`config.mk`:
```
export PLATFORM = sky130hd
export DESIGN_NAME = hourcnt
export DESIGN_NICKNAME = d
export VERILOG_FILES = /design/src/rtl/hourcnt.sv
export SDC_FILE = /design/constraint.sdc
export NUM_CORES = 1
export LEC_CHECK = 0
export CORE_AREA = 10 10 68 98
export DETAILED_ROUTE_END_ITERATION = 10
export DIE_AREA = 0 0 78 108
export DONT_BUFFER_PORTS = 1
export GPL_ROUTABILITY_DRIVEN = 0
export PLACE_DENSITY = 0.36
export SLEW_MARGIN = 0
export SYNTH_ARGS = -nofsm -noshare
export SYNTH_HDL_FRONTEND = slang
export SYNTH_SLANG_ARGS = --single-unit
export TNS_END_PERCENT = 10
```
`constraint.sdc`:
```
create_clock -name clk -period 3.9 [get_ports clk]
set_clock_uncertainty 0.1 [all_clocks]
set_input_delay 0.39 -clock clk [delete_from_list [all_inputs] [get_ports clk]]
set_output_delay 0.39 -clock clk [all_outputs]
set_load 0.02 [all_outputs]
```
`src/rtl/hourcnt.sv`:
```
// ---------------------------------------------------------------------------
// hourcnt - hour-of-day counter for the traffic simulator clock chain.
//
// Keeps the hour (00-23) in binary and in BCD, advances it on the minute
// counter's rollover pulse and on the manual hour-button pulse, emits a
// day-carry pulse on a natural midnight rollover, and classifies the hour
// into a traffic period for the signal-timing controller.
//
// Parameters
//   RST_HOUR     hour loaded on reset (0-23)
//   NIGHT_START  first hour of the night period
//   NIGHT_END    first hour after the night period
//
// Ports
//   clk        in   system clock, rising-edge
//   rst        in   asynchronous active-low reset
//   min_carry  in   one-cycle pulse on minute 59->00
//   hplus      in   one-cycle manual +1 hour pulse
//   hour_bin   out  [4:0] hour, binary 0-23
//   hour_tens  out  [1:0] BCD tens digit 0-2
//   hour_ones  out  [3:0] BCD ones digit 0-9
//   day_carry  out  one-cycle pulse on natural 23->00 rollover
//   period     out  [1:0] 00 night, 01 morning peak, 10 evening peak,
//                   11 normal
//
// All outputs come straight from flops.
// ---------------------------------------------------------------------------
module hourcnt #(
    parameter int RST_HOUR    = 0,
    parameter int NIGHT_START = 22,
    parameter int NIGHT_END   = 6
) (
    input  logic       clk,
    input  logic       rst,
    input  logic       min_carry,
    input  logic       hplus,
    output logic [4:0] hour_bin,
    output logic [1:0] hour_tens,
    output logic [3:0] hour_ones,
    output logic       day_carry,
    output logic [1:0] period
);

    typedef struct packed {
        logic [4:0] bin;
        logic [1:0] tens;
        logic [3:0] ones;
    } hour_t;

    localparam logic [1:0] PER_NIGHT   = 2'b00;
    localparam logic [1:0] PER_MORNING = 2'b01;
    localparam logic [1:0] PER_EVENING = 2'b10;
    localparam logic [1:0] PER_NORMAL  = 2'b11;

    // Night is tested first so it wins when the parameters overlap a peak.
    function automatic logic [1:0] period_of(input logic [4:0] h);
        int hv;
        hv = {27'd0, h};
        if (hv >= NIGHT_START || hv < NIGHT_END) begin
            return PER_NIGHT;
        end else if (hv >= 7 && hv <= 8) begin
            return PER_MORNING;
        end else if (hv >= 17 && hv <= 18) begin
            return PER_EVENING;
        end
        return PER_NORMAL;
    endfunction

    // +1 hour modulo 24 with the BCD digits carried alongside the binary
    // value, so no divider is needed to keep them in step.
    function automatic hour_t hour_inc(input hour_t h);
        hour_t r;
        if (h.bin == 5'd23) begin
            r.bin  = 5'd0;
            r.tens = 2'd0;
            r.ones = 4'd0;
        end else if (h.ones == 4'd9) begin
            r.bin  = h.bin + 5'd1;
            r.tens = h.tens + 2'd1;
            r.ones = 4'd0;
        end else begin
            r.bin  = h.bin + 5'd1;
            r.tens = h.tens;
            r.ones = h.ones + 4'd1;
        end
        return r;
    endfunction

    localparam logic [4:0] RST_BIN    = 5'(RST_HOUR);
    localparam logic [1:0] RST_TENS   = 2'(RST_HOUR / 10);
    localparam logic [3:0] RST_ONES   = 4'(RST_HOUR % 10);
    localparam logic [1:0] RST_PERIOD = period_of(RST_BIN);

    hour_t      hour_q, hour_d;
    logic       day_carry_q, day_carry_d;
    logic [1:0] period_q, period_d;

    hour_t      step1;
    logic       wrap1;

    // Minute rollover is applied first; only a wrap in that step counts as
    // a new day. The manual pulse then advances the result again.
    always_comb begin
        step1 = hour_q;
        wrap1 = 1'b0;
        if (min_carry) begin
            wrap1 = (hour_q.bin == 5'd23);
            step1 = hour_inc(hour_q);
        end

        hour_d = step1;
        if (hplus) begin
            hour_d = hour_inc(step1);
        end

        day_carry_d = wrap1;
        period_d    = period_of(hour_d.bin);
    end

    always_ff @(posedge clk or negedge rst) begin
        if (!rst) begin
            hour_q.bin  <= RST_BIN;
            hour_q.tens <= RST_TENS;
            hour_q.ones <= RST_ONES;
            day_carry_q <= 1'b0;
            period_q    <= RST_PERIOD;
        end else begin
            hour_q      <= hour_d;
            day_carry_q <= day_carry_d;
            period_q    <= period_d;
        end
    end

    assign hour_bin  = hour_q.bin;
    assign hour_tens = hour_q.tens;
    assign hour_ones = hour_q.ones;
    assign day_carry = day_carry_q;
    assign period    = period_q;

endmodule

```
==> metrics.md <==
| Metric | Value |
|---|---|
| Power after layout | `1.11 mW` |
| Max frequency | `322 MHz` |
| Count of flip-flops with a built-in enable after synthesis | `0` |
| Detailed-routing iteration count for the pre-antenna-repair pass | `4` |
| Slack of the worst reg-to-reg path | `0.79 ns` |
| Boundary pin count | `18` |
| Unrepaired setup endpoints after global routing | `no` |
| Type of the worst setup path | `reg2reg` |
| Number of CTS-inserted buffers | `3` |
| Area post-placement | `1280 µm²` |
| Final setup violation count | `0` |
| Total global routing overflow | `0` |
| CTS H-tree depth | `1` |
| Overall die area | `8420 µm²` |
| Die width | `78 µm` |
| Final critical delay including setup and external delays | `3.11 ns` |
| Worst slack after detailed placement | `0.804 ns` |
| # Post-CTS Setup Buffers | `0` |
| Number of nets in the layout | `138` |
| Diode count | `0` |
| First-pass GRT wire length | `5330 µm` |
| Via count of the first global-routing pass | `975` |
| Sink count of the clock tree | `14` |
| Routed via count divided by cell count | `4.97` |
| Synth Warn # | `0` |
| Critical Path RT | `3.95 ns` |
| DRC violation total after the first TritonRoute iteration | `47` |
| WP data arrival | `3.15 ns` |
| Post-route setup slack | `0.793 ns` |
| Clock Root Buffer | `sky130_fd_sc_hd__clkbuf_8` |
| Number of cells traversed by the worst hold path | `1` |
| Clock latency reported for the late side of the worst-skew pair | `0.24 ns` |
| Number of placement rows | `32` |
| Floorplan core area | `5000 µm²` |
| Least-Margin Pin Slew | `around 0.7 ns` |
| CTS clk-pin slew, worst paths | `0.06 ns` |
| Commonest register cell after synthesis | `sky130_fd_sc_hd__dfrtp_1` |
| R2R cell count | `9` |
| Final cycle utilization of the critical path | `0.797` |
| Global-route total usage across every layer | `0.0786` |
| CP Launch Type | `flip-flop` |
| Final Routed Wirelength | `roughly 3300 µm` |
| Tightest slew margin relative to the limit | `0.529` |
| Number of distinct library cells after synthesis | `51` |
| Total nets after synthesis | `137` |
| End point of the most critical hold path | `hour_ones[0]` |
| Vias after detailed routing | `964` |
| Fin. max-slew vios | `0` |
| Final ANT Viol Nets | `0` |
| Proportion of synthesized chip area in sequential cells | `0.285` |
| Cts repair resizes | `0` |
| Leakage Power | `0.534 nW` |
| Effective utilization at floorplan | `0.245` |
| Buffers added on ports | `0` |
| Fraction of registers with async set/reset | `1.00` |
| Power per cell area | `between 800 and 900 nW/µm²` |
| Initial antenna violation count | `0` |
| Relative area change from synthesis to final layout | `8.76%` |
| Vertical die dimension | `108 µm` |
| Number of buffers on the longest clock path | `2` |
| Kind of path behind the tightest hold check | `in2reg` |
| Total DRC errors in the routed layout | `0` |
| Number of instances in the synthesized netlist | `127` |
| Avg Cell Area, Syn | `9.67 µm²` |
| Total negative slack for setup checks | `0 ns` |
| Post-Route Hold Slack | `0.137 ns` |
| Highest ir drop seen on vdd | `0.336 mV` |
| Fraction of final layout cells sized beyond drive strength 1 | `0.159` |
| Reg-to-reg critical path startpoint | `hour_bin[0]` |
| TritonCTS clock tree | `done` |
| Endpoint of the worst register-to-register path | `period[0]` |
| Netlist area before placement | `1230 µm²` |
| Worst min-delay path startpoint | `hplus` |
| Register bit total from synthesis | `14` |
| Capturing element type of the critical path | `flip-flop` |
| Crit Path Max Fanout | `9` |
| Maximum number of pins on one net before global-route repair | `22` |
| Final hold vios | `0` |
| Outcome | `finished clean` |
| Detailed placer's ending HPWL | `2500 µm` |
| Non-Filler Cell Area, Final | `approximately 1300 µm²` |
| Number of max-cap violations | `0` |
| Routed len/inst | `17.0 µm` |
| Post-cts hold buffer count | `1` |
==> worst max-delay path by stage <==
stage | from | to | slack [ns] | cells past startpoint
CTS | hour_bin[0] | period[0] | 0.78 | 9
finish | hour_bin[0] | period[0] | 0.79 | 9
global route | hour_bin[0] | period[0] | 0.52 | 9
detailed placement | hour_bin[0] | period[0] | 0.80 | 9
floorplan | hour_bin[0] | period[1] | 1.13 | 9
global placement | hour_bin[0] | period[0] | 0.87 | 9
==> power by group <==
| group | total (mW) | internal, mW | switching (mW) |
|---|---|---|---|
| registers | 0.408 | 0.210 | 0.198 |
| logic | 0.577 | 0.274 | 0.303 |
| clock network | 0.123 | 0.0684 | 0.0548 |
==> per-layer routing <==
metal / track usage / up-vias / wire length (µm)
met5: 0 / - / 0
met4: 0.0270 / 0 / 25
met3: 0.0199 / 2 / 156
met2: 0.138 / 11 / 1710
met1: 0.0904 / 472 / 1400
li1: - / 479 / -
==> cells in the final DEF, fill, tap and decap left out, types with 2 or more instances in the layout <==
cell type / synthesis / final
sky130_fd_sc_hd__o31ai_1: 3 / 3
sky130_fd_sc_hd__a31oi_1: 2 / 2
sky130_fd_sc_hd__mux2i_1: 3 / 3
sky130_fd_sc_hd__o21ai_0: 7 / 7
sky130_fd_sc_hd__nand2_1: 10 / 10
sky130_fd_sc_hd__clkbuf_8: 0 / 3
sky130_fd_sc_hd__o22ai_1: 2 / 2
sky130_fd_sc_hd__xnor2_1: 3 / 3
sky130_fd_sc_hd__nor2_1: 5 / 5
sky130_fd_sc_hd__ha_1: 6 / 6
sky130_fd_sc_hd__nand4b_1: 4 / 4
sky130_fd_sc_hd__or3_1: 2 / 2
sky130_fd_sc_hd__dfrtp_1: 14 / 14
sky130_fd_sc_hd__nor2b_1: 3 / 3
sky130_fd_sc_hd__nand3_1: 3 / 3
sky130_fd_sc_hd__nand2b_1: 5 / 5
sky130_fd_sc_hd__a211oi_1: 4 / 4
sky130_fd_sc_hd__inv_1: 5 / 5
sky130_fd_sc_hd__o21ai_1: 5 / 5
sky130_fd_sc_hd__and3b_1: 2 / 2
sky130_fd_sc_hd__and2_1: 4 / 4
sky130_fd_sc_hd__mux2_4: 3 / 3
==> Yosys cell counts (all sizes together) (4+ instances only) <==
master	n	share of area
nor2	5	0.015
ha	6	0.061
and2	4	0.020
a211oi	4	0.024
inv	5	0.015
dfrtp	14	0.29
nand4b	4	0.029
nand2b	5	0.025
nor2b	4	0.026
o21ai	12	0.049
nand2	10	0.031
==> stage by stage <==
| step | utilization | cells |
|---|---|---|
| global route | 0.267 | 194 |
| global placement | 0.257 | 190 |
| detailed placement | 0.257 | 190 |
| floorplan | - | 127 |
| finish | 0.267 | 194 |
| CTS | 0.267 | 194 |
==> cells by family (layout without fill, tap and decap cells) <==
group,after synthesis,in the layout,share of synthesized area
xor+xnor,4,4,0.0346
flops,14,14,0.285
fa+ha+maj,6,6,0.0611
buf+inv,10,9,0.0387
mux,6,6,0.0611
simple gates,48,48,0.261
compound gates,39,39,0.259
==> flip-flops by register name, indices dropped and copies added (netlist names) <==
name and cells:
hour_tens 2, period 2, hour_ones 4, hour_bin 5, day_carry 1
==> worst max-delay path, stage by stage, from the launching register on <==
cell	delay, ns
sky130_fd_sc_hd__dfrtp_1	0.61
sky130_fd_sc_hd__ha_1	0.35
sky130_fd_sc_hd__and4b_4	0.31
sky130_fd_sc_hd__o21ai_1	0.16
sky130_fd_sc_hd__ha_1	0.26
sky130_fd_sc_hd__o211a_4	0.17
sky130_fd_sc_hd__a211oi_1	0.46
sky130_fd_sc_hd__o22ai_1	0.21
sky130_fd_sc_hd__xnor2_1	0.16
sky130_fd_sc_hd__o31ai_1	0.21
==> area by class of cell <==
type	instances	area (µm²)
inverter	5	18.8
multi-input combinational	103	831
timing repair buffer	1	10.0
clock buffer	3	41.3
tap	68	85.1
sequential	14	350
fill	545	3670
Power figures use the tool's default switching activity.
